[src/rtl/alu8_sched_pkg.sv]
// Shared types for the round-robin two-requester ALU scheduler.
// Opcode and FSM state encodings live here so the top and the bench agree on them.
package alu8_sched_pkg;

    typedef enum logic [1:0] {
        OP_ADD    = 2'b00,
        OP_SUB    = 2'b01,
        OP_ADDSUB = 2'b10,
        OP_RSVD   = 2'b11
    } op_e;

    typedef enum logic [1:0] {
        IDLE  = 2'b00,
        PASS1 = 2'b01,
        PASS2 = 2'b10,
        RESP  = 2'b11
    } state_e;

endpackage

[src/rtl/alu8_addc.sv]
// Single shared W-bit adder with carry-in; every scheduler operation goes through it.
module alu8_addc #(
    parameter int W = 8
) (
    input  logic [W-1:0] I0,
    input  logic [W-1:0] I1,
    input  logic         CIN,
    output logic [W-1:0] O,
    output logic         COUT
);

    assign {COUT, O} = {1'b0, I0} + {1'b0, I1} + {{W{1'b0}}, CIN};

endmodule

[src/rtl/alu8_rr_sched.sv]
// Two-requester ALU front end: round-robin grant, one or two passes through a shared
// adder, then a held response until the consumer takes it.
module alu8_rr_sched
    import alu8_sched_pkg::*;
#(
    parameter int W = 8
) (
    input  logic         CLK,
    input  logic         ASYNCRESETN,
    input  logic [1:0]   req_valid,
    output logic [1:0]   req_ready,
    input  logic [1:0]   req0_op,
    input  logic [W-1:0] req0_a,
    input  logic [W-1:0] req0_b,
    input  logic [W-1:0] req0_c,
    input  logic [1:0]   req1_op,
    input  logic [W-1:0] req1_a,
    input  logic [W-1:0] req1_b,
    input  logic [W-1:0] req1_c,
    output logic         rsp_valid,
    input  logic         rsp_ready,
    output logic         rsp_id,
    output logic [W-1:0] rsp_data,
    output logic         rsp_cout,
    output logic         rsp_err,
    output logic         busy
);

    state_e       state_q;
    logic         last_grant_q;
    op_e          op_q;
    logic [W-1:0] a_q;
    logic [W-1:0] b_q;
    logic [W-1:0] c_q;
    logic         id_q;
    logic [W-1:0] acc_q;
    logic [W-1:0] rsp_data_q;
    logic         rsp_id_q;
    logic         rsp_cout_q;
    logic         rsp_err_q;

    logic         gnt_any;
    logic         gnt_id;
    logic         accept;
    logic [1:0]   sel_op;
    logic [W-1:0] sel_a;
    logic [W-1:0] sel_b;
    logic [W-1:0] sel_c;

    logic [W-1:0] add_x;
    logic [W-1:0] add_y;
    logic         add_cin;
    logic [W-1:0] add_sum;
    logic         add_cout;

    // On a tie the requester that did not win last time gets the grant.
    always_comb begin
        gnt_any = |req_valid;
        gnt_id  = 1'b0;
        if (req_valid == 2'b11) begin
            gnt_id = ~last_grant_q;
        end else begin
            gnt_id = req_valid[1];
        end
    end

    always_comb begin
        req_ready = 2'b00;
        if (ASYNCRESETN && (state_q == IDLE) && gnt_any) begin
            req_ready = gnt_id ? 2'b10 : 2'b01;
        end
    end

    assign accept = |(req_valid & req_ready);

    always_comb begin
        sel_op = req0_op;
        sel_a  = req0_a;
        sel_b  = req0_b;
        sel_c  = req0_c;
        if (gnt_id) begin
            sel_op = req1_op;
            sel_a  = req1_a;
            sel_b  = req1_b;
            sel_c  = req1_c;
        end
    end

    // Subtraction is P + ~Q + 1 through the same adder.
    always_comb begin
        add_x   = '0;
        add_y   = '0;
        add_cin = 1'b0;
        case (state_q)
            PASS1: begin
                add_x   = a_q;
                add_y   = (op_q == OP_SUB) ? ~b_q : b_q;
                add_cin = (op_q == OP_SUB);
            end
            PASS2: begin
                add_x   = acc_q;
                add_y   = ~c_q;
                add_cin = 1'b1;
            end
            default: begin
                add_x   = '0;
                add_y   = '0;
                add_cin = 1'b0;
            end
        endcase
    end

    alu8_addc #(
        .W(W)
    ) u_addc (
        .I0  (add_x),
        .I1  (add_y),
        .CIN (add_cin),
        .O   (add_sum),
        .COUT(add_cout)
    );

    always_ff @(posedge CLK or negedge ASYNCRESETN) begin
        if (!ASYNCRESETN) begin
            state_q      <= IDLE;
            last_grant_q <= 1'b1;
            op_q         <= OP_ADD;
            a_q          <= '0;
            b_q          <= '0;
            c_q          <= '0;
            id_q         <= 1'b0;
            acc_q        <= '0;
            rsp_data_q   <= '0;
            rsp_id_q     <= 1'b0;
            rsp_cout_q   <= 1'b0;
            rsp_err_q    <= 1'b0;
        end else begin
            case (state_q)
                IDLE: begin
                    if (accept) begin
                        op_q         <= op_e'(sel_op);
                        a_q          <= sel_a;
                        b_q          <= sel_b;
                        c_q          <= sel_c;
                        id_q         <= gnt_id;
                        last_grant_q <= gnt_id;
                        state_q      <= PASS1;
                    end
                end
                PASS1: begin
                    rsp_id_q <= id_q;
                    if (op_q == OP_RSVD) begin
                        rsp_data_q <= '0;
                        rsp_cout_q <= 1'b0;
                        rsp_err_q  <= 1'b1;
                        state_q    <= RESP;
                    end else if (op_q == OP_ADDSUB) begin
                        acc_q   <= add_sum;
                        state_q <= PASS2;
                    end else begin
                        acc_q      <= add_sum;
                        rsp_data_q <= add_sum;
                        rsp_cout_q <= add_cout;
                        rsp_err_q  <= 1'b0;
                        state_q    <= RESP;
                    end
                end
                PASS2: begin
                    rsp_data_q <= add_sum;
                    rsp_cout_q <= add_cout;
                    rsp_err_q  <= 1'b0;
                    state_q    <= RESP;
                end
                RESP: begin
                    if (rsp_ready) begin
                        state_q <= IDLE;
                    end
                end
                default: state_q <= IDLE;
            endcase
        end
    end

    assign rsp_valid = (state_q == RESP);
    assign busy      = (state_q != IDLE);
    assign rsp_id    = rsp_id_q;
    assign rsp_data  = rsp_data_q;
    assign rsp_cout  = rsp_cout_q;
    assign rsp_err   = rsp_err_q;

endmodule

[config.mk]
export PLATFORM = sky130hd
export DESIGN_NAME = alu8_rr_sched
export DESIGN_NICKNAME = d
export VERILOG_FILES = /design/src/rtl/alu8_sched_pkg.sv /design/src/rtl/alu8_addc.sv /design/src/rtl/alu8_rr_sched.sv
export SDC_FILE = /design/constraint.sdc
export NUM_CORES = 1
export LEC_CHECK = 0
export CORE_ASPECT_RATIO = 1.25
export CORE_MARGIN = 2
export CORE_UTILIZATION = 44
export CTS_CLUSTER_SIZE = 16
export DETAILED_ROUTE_END_ITERATION = 8
export HOLD_SLACK_MARGIN = 0.08
export PLACE_DENSITY = 0.85
export SETUP_SLACK_MARGIN = 0.05
export SLEW_MARGIN = 15
export SYNTH_ARGS = -nofsm -noshare
export SYNTH_HDL_FRONTEND = slang
export SYNTH_SLANG_ARGS = --single-unit
[constraint.sdc]
create_clock -name CLK -period 2.8 [get_ports CLK]
set_clock_uncertainty 0.05 [all_clocks]
set_input_delay 0.42 -clock CLK [delete_from_list [all_inputs] [get_ports CLK]]
set_output_delay 0.42 -clock CLK [all_outputs]
set_load 0.05 [all_outputs]
# Yosys cells after proc, flatten, opt, wreduce, memory -nomap -nowiden
# Index checks and enable logic that the tools add are counted.
[totals]
reg_bits = 49
input_bits = 57
out_inout_bits = 15
wordCells = 65
[classes]
add_sub_neg = 2
eq_ne = 10
n_mux = 25
bitwise_logic = 5
n_reduce_logical = 11
[ops]
columns = ["op", "n"]
rows = [
  ["$mux 8", 6],
  ["$pmux 8 s2", 3],
  ["$not 8->8", 2],
  ["$eq 2x2->1 const B", 5],
  ["$mux 2", 5],
  ["$add 8x8->9", 1],
  ["$add 9x1->9", 1],
  ["$pmux 2 s4", 1],
  ["$reduce_and 2->1", 4],
  ["$mux 1", 7],
  ["$pmux 1 s2", 3],
  ["$eq 2x1->1 const B", 2],
  ["$reduce_bool 2->1", 2],
  ["$reduce_or 2->1", 2],
  ["$ne 3x3->1 const B", 1],
  ["$and 2x2->2", 1],
  ["$logic_and 1x1->1", 2],
  ["$logic_not 2->1", 1],
  ["$ne 2x1->1 const B", 1],
  ["$ne 2x2->1 const B", 1],
  ["$not 1->1", 2],
]

# Depth between registers and ports, before layout
# Gate-level depths: netlist of the first run.
[logic_depth]
ltp_word = 8
depth_mapped = 12
ltp_nobuf = 10

# Cells and area by module
# Synthesis of the first run repeated with hierarchy kept, for this count alone.
[unflattened]
cells_unflattened = 284
area_unflattened_um2 = 2972.9
[modules_own_cells]
columns = ["mod", "n_inst", "cells_each", "area_each_um2", "seq_area_each_um2"]
rows = [
  ["alu8_rr_sched", 1, 244, 2641.3, 1227.4],
  ["alu8_addc", 1, 40, 331.6, 0.0],
]

# Worst setup path before layout of the first run
# No wires, ideal clock.
[synth_timing]
path_type = "register to register"
startpoint = "register state_q[0]"
endpoint = "register acc_q[4]"
setup_time_ps = 125
arrival_time_ps = 2759
required_time_ps = 2625
path_slack_ps = -133
path_stages_with_launch = 13
path_buffers = 2
period_less_slack_ps = 2933
cell_sequence = "dfrtp_1 inv_1 ha_1 buf_2 clkbuf_1 a22o_1 nand2_1 fa_1 fa_1 nor2b_1 o31a_1 a21oi_1 mux2_2"
[synth_via]
elab_chain_len = 4
elab_cells_between_ends = 8
cone_classes = "add/sub: 2; eq/ne: 2; mux: 3; reduce/logical: 1"
[synth_rtl]
columns = ["element", "line", "rtl"]
rows = [
  ["start, declared", "alu8_rr_sched.sv:29", "state_e state_q;"],
  ["start signal, assigned", "alu8_rr_sched.sv:125", "state_q <= IDLE;"],
  ["start signal, assigned", "alu8_rr_sched.sv:147", "state_q <= PASS1;"],
  ["start signal, assigned", "alu8_rr_sched.sv:156", "state_q <= RESP;"],
  ["$eq 2x2->1 / $eq 2x1->1 (equally long branches)", "alu8_rr_sched.sv:94, alu8_rr_sched.sv:138", ""],
  ["$pmux 8 s2", "alu8_rr_sched.sv:94", "case (state_q)"],
  ["$add 8x8->9", "alu8_addc.sv:12", "assign {COUT, O} = {1'b0, I0} + {1'b0, I1} + {{W{1'b0}}, CIN};"],
  ["$add 9x1->9", "alu8_addc.sv:12", ""],
  ["end signal, assigned", "alu8_rr_sched.sv:158", "acc_q <= add_sum;"],
  ["end signal, assigned", "alu8_rr_sched.sv:161", "acc_q <= add_sum;"],
  ["end, declared", "alu8_rr_sched.sv:36", "logic [W-1:0] acc_q;"],
]
# Several ways; a longest one is shown, not always the timed one.
# A chain may end at the register's enable or synchronous reset.

# Worst setup path in the final report of the first run
[layout_timing]
startpoint = "register state_q[1]"
endpoint = "register acc_q[4]"
# Same word-level chain as after synthesis.

==> results of run 1 <==
-- synthesized netlist by cell type, types with 2 or more instances --
cell	number	area (µm²)
o31ai_1	3	22.5
nor2_1	18	67.6
a21oi_1	13	65.1
o21a_1	4	30.0
a222oi_1	26	260
nor2b_1	10	62.6
and2_1	2	12.5
nand2_1	28	105
o2111ai_1	2	17.5
inv_1	34	128
xor2_1	9	78.8
o21ai_0	11	55.1
a21boi_0	2	15.0
dfrtp_1	48	1200
a22oi_1	6	45.0
fa_1	2	40.0
clkbuf_1	12	45.0
o211ai_1	6	45.0
ha_1	13	163
a22o_1	5	43.8
mux2_2	2	22.5
a21o_1	3	22.5
buf_2	3	15.0
o221ai_1	2	17.5
a2111o_1	2	22.5
o31a_1	2	17.5
-- critical path: stages (launching register included) --
cell	delay, ns
dfrtp_2	0.46
inv_2	0.13
ha_2	0.22
a22o_1	0.15
nand2_1	0.08
fa_2	0.42
fa_2	0.39
nor2b_2	0.14
o31a_1	0.20
a21oi_1	0.08
mux2_2	0.27
-- repair_timing --
item                       in CTS  in global routing
setup buffers                   0                  0
resized for setup               5                  5
hold endpoints to repair       25                  0
pin swaps                       0                  2
hold buffers                    1                  0
setup endpoints to repair       4                  7
-- where the power goes --
group          leakage [nW]  switching, W  internal (W)
clock                0.0439      0.000235      0.000172
combinational          1.12       0.00145       0.00110
sequential            0.622      0.000201       0.00101
-- flip-flops by register name, summed over array words and instances, names as in the netlist, 2 cells and up --
signal	cells
b_q	8
a_q	8
state_q	2
c_q	8
rsp_data	8
acc_q	8
op_q	2
-- final cells by class --
cell class                 instances  area, µm²
clock inverter                     3       17.5
fill                             543       2350
sequential                        49       1230
timing repair buffer              89        863
inverter                          35        131
multi-input combinational        186       1400
tap                               85        106
clock buffer                       5       68.8
-- per-stage QoR --
step,cells,setup TNS (ns),worst slack (ns)
after floorplan,287,0,0.0560
after global placement,443,0,0.142
after detailed placement,443,0,0.0439
after CTS,452,0,0.0892
after global routing,452,-0.00676,-0.00676
final,452,0,0.110
-- kinds of logic (layout without fill, tap and decap cells) --
| logic type | count (synthesis) | in the layout | synth area share (%) |
|---|---|---|---|
| buffers and inverters | 52 | 132 | 7.26 |
| adders and majority gates | 15 | 15 | 7.26 |
| xor gates and xnor gates | 9 | 9 | 2.82 |
| muxes | 2 | 2 | 0.806 |
| and+or+nand+nor | 68 | 68 | 11.8 |
| DFF | 49 | 49 | 44.0 |
| AOI/OAI and AO/OA | 92 | 92 | 26.1 |
-- cell usage in the layout (no fill, tap or decap), drive strengths merged, types with 2 or more instances in the layout --
master / Yosys / routed
a2111o: 2 / 2
clkbuf: 12 / 5
nand2: 28 / 28
o221ai: 2 / 2
o31a: 2 / 2
o31ai: 3 / 3
o21a: 4 / 4
and3b: 2 / 2
nor2: 18 / 18
a21boi: 2 / 2
fa: 2 / 2
a21oi: 13 / 13
a21o: 3 / 3
a22oi: 6 / 6
inv: 34 / 34
o211ai: 7 / 7
buf: 5 / 20
o21ai: 11 / 11
clkinv: 1 / 3
and2: 2 / 2
o2111ai: 2 / 2
nor2b: 10 / 10
a222oi: 26 / 26
clkdlybuf4s50: 0 / 68
a22o: 5 / 5
xor2: 9 / 9
mux2: 2 / 2
dfrtp: 48 / 48
ha: 13 / 13
nor3: 2 / 2
-- worst max-delay path by stage --
stage | from | to | slack (ns) | depth (start not counted)
2_1_floorplan | state_q[0] | acc_q[4] | 0.06 | 12
3_3_place_gp | state_q[1] | acc_q[4] | 0.14 | 9
3_5_place_dp | state_q[1] | acc_q[4] | 0.04 | 9
4_1_cts | state_q[1] | acc_q[4] | 0.09 | 10
5_1_grt | state_q[1] | acc_q[4] | -0.007 | 10
6_report | state_q[1] | acc_q[4] | 0.11 | 10
-- per-layer routing --
layer	track usage, %	up-vias	part of all wire (%)
li1	-	1216	-
met2	34.4	80	52
met3	3.77	10	4.3
met1	26.2	1214	42
met4	8.63	0	2.2
met5	0	-	0
==> results.json, run 1 <==
{
  "status": "complete, no violations",
  "drive_above_1_share_pct": 12.8,
  "cts_tree": "yes",
  "numPortBuffers": 71,
  "grt_max_degree": 30,
  "die_w_um": 75.3,
  "areaGrowthSynthToFinish_pct": 36.6,
  "power_w": 0.00416,
  "synth.distinct_cells": 45,
  "cp-end-kind": "register",
  "dieHeight_um": 93.1,
  "synth-main-ff-cell": "dfrtp_1",
  "cp.required_ns": 2.95,
  "p_leak_nw": 1.78,
  "seq_area_frac_synth_pct": 44.0,
  "p_per_area_nw_per_um2": 1090,
  "wl_mm": 6.93,
  "routedWlPerCell_um": 15.3,
  "clk_pin_slew_ns": 0.09,
  "r2r-start": "state_q[1]",
  "synthArstFlopShare_pct": 100,
  "cts_inserted_buffers": 5,
  "max-slew-margin-rel_pct": 65.7,
  "grt_pass1_vias": 2421,
  "worstMarginPinSlew_ns": 0.512,
  "via_per_inst": 5.58,
  "drt_pass1_iterations": 4,
  "grtUsageTotal_pct": 20.7,
  "post-route-period-util_pct": 96.1,
  "synth_area_per_cell_um2": 9.73,
  "vdd_ir_drop_max_mv": 0.532,
  "worstSetupPathType": "register to register",
  "cts_sinks": 49,
  "ys_ff_latch": 49,
  "core_um2": 6170,
  "antenna_found_initial": 0,
  "placedInstanceArea_um2": 3680,
  "drc": 0,
  "min_to": "rsp_data[0]",
  "min_path_type": "register to register",
  "io_pins": 72,
  "synth_area_um2": 2790,
  "min_period_ns": 2.69,
  "arrival_ns": 2.84,
  "setup-violations-final": 0,
  "hold_viol_final": 0,
  "r2r_setup_slack_ns": 0.11,
  "die-area_um2": 7000,
  "clockBufferDepth": 2,
  "htree_levels": 2,
  "synth_edf_count": 0,
  "root_buffer": "clkbuf_8",
  "synth_nets": 359,
  "reg2reg_to": "acc_q[4]",
  "fin_nets": 438,
  "start_util_pct": 45.3,
  "gp_congestion": 0.929,
  "rr_worst_depth": 10,
  "grt_overflow_total": 0,
  "cp-start-kind": "register",
  "grt_pass1_wl_mm": 11.2,
  "max_clock_freq_mhz": 372,
  "place_hpwl_mm": 5.44,
  "hold_ws_ns": 0.433,
  "final_util_pct": 61.9,
  "drv_cap": 0,
  "first_iter_violations": 149,
  "vias": 2520,
  "hp-start": "rsp_data[0]",
  "synthCells": 287,
  "final_cell_area_um2": 3820,
  "antenna_left": 0,
  "yosysWarningCount": 0,
  "clock_latency_ns": 0.31,
  "min_path_cells": 2,
  "slew_violations": 0,
  "antenna_cells": 0,
  "core.rowCount": 32,
  "critPathMaxFanout": 5
}
Power figures use the tool's default switching activity.
==> run 2: changes to the inputs <==
- CORE_UTILIZATION: 44 -> 49
- PLACE_DENSITY: 0.85 -> 0.89
- RECOVER_POWER: not set -> 25
- clock period: 2.8 -> 2.7 ns (I/O delays scaled with it)
==> run 2 against run 1 <==
Net effect: utilization increased by 10 points; sequential power increased by 5%; clock power increased by 15%; final cell count decreased by 2.2%; critical path depth increased by 1; total power increased by 11%; maximum frequency increased by 0.76%; worst setup slack got worse by 0.080 ns; sequential cell count unchanged; register-to-register slack got worse by 0.08 ns; sequential share of layout area decreased by 1.1 points; critical endpoint unchanged.
==> results.json, run 2 (same netlist as run 1, synthesis figures left out) <==
{
  "status": "complete, no violations",
  "via_per_inst": 5.80,
  "setup-violations-final": 0,
  "antenna_found_initial": 0,
  "cp.required_ns": 2.85,
  "drt_pass1_iterations": 8,
  "routedWlPerCell_um": 16.2,
  "p_leak_nw": 1.86,
  "numPortBuffers": 71,
  "vdd_ir_drop_max_mv": 0.584,
  "drc": 0,
  "dp_cells": 426,
  "core.rowCount": 30,
  "min_path_type": "register to register",
  "first_iter_violations": 264,
  "areaGrowthSynthToFinish_pct": 41.7,
  "fin_nets": 449,
  "dieHeight_um": 88.4,
  "critPathMaxFanout": 6,
  "hold_viol_final": 0,
  "drive_above_1_share_pct": 16.7,
  "fill_cells": 383,
  "worstSetupPathType": "register to register",
  "rsz0062_at_grt": "yes",
  "arrival_ns": 2.82,
  "start_util_pct": 51.0,
  "worstMarginPinSlew_ns": 0.946,
  "cts_tree": "yes",
  "drv_cap": 0,
  "cp-end-kind": "register",
  "htree_levels": 2,
  "antenna_cells": 0,
  "io_pins": 72,
  "max_clock_freq_mhz": 375,
  "power_w": 0.00464,
  "grt_max_degree": 32,
  "most-common-layout-cells": "clkdlybuf4s50_1, dfrtp_1, inv_1",
  "die-area_um2": 6320,
  "root_buffer": "clkbuf_8",
  "cp-start-kind": "register",
  "core_um2": 5480,
  "hp-start": "rsp_data[2]",
  "cp-startpoint": "state_q[1]",
  "clock_latency_ns": 0.30,
  "clockBufferDepth": 2,
  "grtUsageTotal_pct": 23.4,
  "min_period_ns": 2.67,
  "layout_commonest_cell": "clkdlybuf4s50_1",
  "clk_pin_slew_ns": 0.08,
  "wl_mm": 7.18,
  "vias": 2562,
  "p_per_area_nw_per_um2": 1170,
  "hold_ws_ns": 0.434,
  "cts_inserted_buffers": 5,
  "slew_violations": 0,
  "cts_sinks": 49,
  "place_hpwl_mm": 5.39,
  "fin_cells": 442,
  "max-slew-margin-rel_pct": 37.0,
  "antenna_left": 0,
  "grt_overflow_total": 0,
  "grt_pass1_vias": 2514,
  "post-route-period-util_pct": 98.9,
  "die_w_um": 71.5,
  "grt_pass1_wl_mm": 11.6,
  "gp_congestion": 0.866,
  "r2r-start": "state_q[1]"
}
==> run 2: cell types whose count changed in the layout (fill, tap and decap cells not counted), moves of 2 or more <==
| cell | delta |
|---|---|
| buf_4 | +4 |
| clkbuf_8 | +2 |
| nand2_2 | +2 |
| inv_4 | +2 |
| a21oi_1 | -2 |
| nand2_1 | -2 |
| clkbuf_1 | +2 |
| buf_6 | +5 |
| inv_2 | -2 |
| a21oi_2 | +2 |
==> run 2: area by class of cell <==
class                   instances  area [µm²]  share of cell area (%)
well taps                      64        80.1                    2.02
flip-flops and latches         49        1230                    31.1
clock inverters                 1        5.00                   0.127
inverters                      35         136                    3.45
repair buffers                100         967                    24.4
clock buffers                   7        96.3                    2.44
multi-input cells             186        1440                    36.5
==> run 2: worst max-delay path, stage by stage (launching register included) <==
cell and delay, ns:
dfrtp_2 0.43, buf_6 0.13, ha_4 0.18, buf_6 0.11, a21o_1 0.09, nand2_2 0.06, fa_2 0.39, fa_2 0.42
nor2b_2 0.14, o31a_1 0.24, a21oi_2 0.06, mux2_4 0.26
==> run 2: worst paths after layout <==
check / to / slack [ns] / cells past startpoint
worst max-delay path: acc_q[4] / 0.03 / 11
max in group asynchronous: state_q[1] / 1.07 / 3
worst min register to register: rsp_data[2] / 0.43 / 2
worst min-delay path: rsp_data[2] / 0.43 / 2
worst max register to register: acc_q[4] / 0.03 / 11
min in group asynchronous: a_q[1] / 0.70 / 3
==> run 2: where the power goes <==
group          internal, W  leakage, nW  switching [W]
registers          0.00105        0.622       0.000220
logic              0.00133         1.18        0.00157
clock network     0.000232       0.0542       0.000237
total              0.00261         1.86        0.00203
==> run 2: per-layer routing <==
layer  vias up  global-route usage [%]  wire length [µm]
met5         -                       0                 0
met4         0                    9.09               117
met3         8                    3.30               335
met2        99                    39.7              3610
met1      1229                    30.3              3120
li1       1226                       -                 -
==> run 2: per-stage QoR <==
step | setup WS (ns) | TNS (ns) | util (%) | instance area [µm²]
after floorplan | 0.0626 | 0 | - | 2810
after global placement | 0.0793 | 0 | 67.3 | 3690
after detailed placement | -0.00691 | -0.00691 | 67.3 | 3690
after CTS | 0.0661 | 0 | 69.7 | 3820
after global routing | -0.0519 | -0.184 | 72.2 | 3960
final | 0.0305 | 0 | 72.2 | 3960
==> run 2: repair_timing <==
item / CTS / global route
hold buffers: 1 / 0
endpoints found under the setup margin: 7 / 9
pin swaps: 1 / 17
hold endpoints to repair: 19 / 0
gates resized for setup: 5 / 24
setup buffers: 0 / 7
==> run 3: changes to the inputs <==
- CORE_UTILIZATION: 49 -> 50
- PLACE_DENSITY: 0.89 -> 0.9
- SYNTH_HIERARCHICAL: not set -> 1
==> run 3 against run 2 <==
Net effect: the flow now finishes with violations (setup timing); die area rose by 4.1%; first-iteration DRC count down 25%; utilization is 0.64 points higher; critical path depth fell by 1; sequential power about the same; clock power decreased by 7.5%; global-route usage grew 1.7 points; design area increased by 6.4%; highest routed layer unchanged.
==> results.json, run 3 <==
{
  "status": "finished with violations",
  "violations": "setup timing",
  "synth_top_area_share_pct": 40.4,
  "cts_inserted_buffers": 5,
  "worstSetupPathType": "register to register",
  "max_clock_freq_mhz": 358,
  "antenna_found_initial": 0,
  "drc": 0,
  "grt_overflow_total": 0,
  "post-route-period-util_pct": 103,
  "cp-startpoint": "state_q[0]",
  "fin_ws_ns": -0.0900,
  "synthCells": 284,
  "antenna_left": 0,
  "clockBufferDepth": 2,
  "hold_viol_final": 0,
  "cp.required_ns": 2.85,
  "htree_levels": 2,
  "vdd_ir_drop_max_mv": 0.560,
  "die_w_um": 73.0,
  "grt_max_degree": 34,
  "gp_congestion": 0.835,
  "most-common-layout-cells": "clkdlybuf4s50_1, dfrtp_1, buf_4",
  "rsz0062_at_grt": "yes",
  "p_leak_nw": 1.97,
  "via_per_inst": 6.01,
  "grtUsageTotal_pct": 25.1,
  "synth_edf_count": 0,
  "root_buffer": "clkbuf_8",
  "final_util_pct": 72.8,
  "synth-main-ff-cell": "dfrtp_1",
  "max-slew-margin-rel_pct": 56.4,
  "cp_slowest_cell": "dfrtp_1",
  "crit_family": "compound AO/OA/AOI/OAI gates",
  "setup-violations-final": 6,
  "synth.distinct_cells": 45,
  "layout_commonest_cell": "clkdlybuf4s50_1",
  "synth_area_um2": 2970,
  "grt_pass1_vias": 2732,
  "seq_power_share_pct": 26.6,
  "drive_above_1_share_pct": 24.1,
  "synth_nets": 355,
  "cp-start-kind": "register",
  "numPortBuffers": 71,
  "swShare_pct": 42.5,
  "synthArstFlopShare_pct": 100,
  "synth_area_per_cell_um2": 10.5,
  "path_cells": "inv_2 -> ha_4 -> buf_4 -> nor2b_1 -> o31a_1 -> ha_4 -> inv_4 -> a311o_1 -> a311o_1 -> mux2_2",
  "yosysWarningCount": 6,
  "ys_top_cells_by_area": "dfrtp_1, a221o_1, ha_1",
  "fin_cells": 443,
  "worstMarginPinSlew_ns": 0.650,
  "hold_ws_ns": 0.436,
  "grt_pass1_wl_mm": 12.8,
  "worst-path-stages": 10,
  "vias": 2661,
  "slew_violations": 0,
  "power_w": 0.00490,
  "min_path_cells": 1,
  "rr_worst_depth": 10,
  "areaGrowthSynthToFinish_pct": 41.6,
  "slowest_delay_ns": 0.45,
  "dieHeight_um": 90.2,
  "synthTopCellsByCount": "dfrtp_1, a221o_1, and3_1, nand2_1, nor2b_1",
  "clock_latency_ns": 0.32,
  "min_path_type": "register to register",
  "cts_sinks": 49,
  "r2r-start": "state_q[0]",
  "io_pins": 72,
  "ys_ff_latch": 49,
  "p_per_area_nw_per_um2": 1160,
  "pwr-share-comb_pct": 64.5,
  "place_hpwl_mm": 5.73,
  "die-area_um2": 6580,
  "critPathMaxFanout": 5,
  "core.rowCount": 31,
  "reg2reg_to": "acc_q[5]",
  "hp-start": "id_q",
  "dp_cells": 428,
  "intPower_w": 0.00282,
  "cp-end-kind": "register",
  "start_util_pct": 51.4,
  "fin_nets": 447,
  "arrival_ns": 2.94,
  "power_switching_w": 0.00208,
  "min_to": "id_q",
  "r2r_setup_slack_ns": -0.09,
  "drt_pass1_iterations": 4,
  "min_period_ns": 2.79,
  "clk_pin_slew_ns": 0.09,
  "timing.critical_path.buf_inv": 3,
  "drv_cap": 0,
  "synth_top_area_cell": "dfrtp_1",
  "synth_most_common_cell": "dfrtp_1",
  "routedWlPerCell_um": 17.9,
  "seq_area_frac_synth_pct": 41.3,
  "core_um2": 5780,
  "cts_tree": "yes",
  "antenna_cells": 0,
  "wl_mm": 7.92,
  "first_iter_violations": 198,
  "clockPowerShare_pct": 8.8
}
run 3: kinds of logic after synthesis:
| kind of cell | count (synthesis) | share of synthesized area [%] |
|---|---|---|
| multiplexers | 20 | 7.16 |
| AO/OA/AOI/OAI | 68 | 19.7 |
| adder cells (fa/ha/maj) | 14 | 6.40 |
| flip-flops | 49 | 41.3 |
| XOR/XNOR | 4 | 1.18 |
| buffers and inverters | 34 | 5.68 |
| AND/OR/NAND/NOR | 95 | 18.6 |
run 3: worst max-delay path by stage:
stage	to
after floorplan	acc_q[4]
after global placement	acc_q[4]
after detailed placement	acc_q[6]
after CTS	acc_q[6]
after global routing	acc_q[4]
final	acc_q[5]
run 3: power by group through the flow:
stage	Sequential (W)	Clock, W	Combinational [W]
after floorplan	0.00141	0	0.00185
after global placement	0.00128	0	0.00272
after detailed placement	0.00129	0	0.00281
after CTS	0.00128	0.000434	0.00294
after global routing	0.00134	0.000456	0.00339
final	0.00130	0.000433	0.00316
run 3: worst register-to-register path, stage by stage, from the launching register on:
cell	delay, ns
dfrtp_1	0.45
inv_2	0.09
ha_4	0.18
buf_4	0.15
nor2b_1	0.14
o31a_1	0.33
ha_4	0.32
inv_4	0.05
a311o_1	0.34
a311o_1	0.31
mux2_2	0.27
run 3: per-stage QoR:
step,setup slack [ns],instance area [µm²],TNS (ns)
floorplan,-0.0429,3070,-0.0803
detailed placement,-0.130,3930,-0.415
CTS,-0.0879,4090,-0.328
finish,-0.0900,4210,-0.318
global placement,-0.0124,3930,-0.0232
global route,-0.159,4210,-0.996
run 3: what timing repair did:
item / 4_1_cts / 5_1_grt
setup endpoints to repair: 9 / 11
pin swaps: 10 / 12
gates resized for setup: 6 / 22
hold endpoints to repair: 15 / 0
buffers inserted: 3 / 4
hold buffers: 1 / 0
run 3: metal layers:
layer | GRT usage (%) | vias to the layer above | part of all wire (%)
met5 | 0 | - | 0
met4 | 11.3 | 0 | 3.7
met3 | 4.71 | 26 | 4.0
met2 | 42.6 | 93 | 53
met1 | 30.1 | 1305 | 40
li1 | - | 1237 | -
run 3: cell type report:
cell class	instances	area (µm²)
Inverter	16	65.1
Tap cell	66	82.6
Timing Repair Buffer	103	992
Multi-Input combinational cell	201	1760
Sequential cell	49	1230
Clock buffer	6	72.6
Fill cell	377	1570
Clock inverter	2	10.0
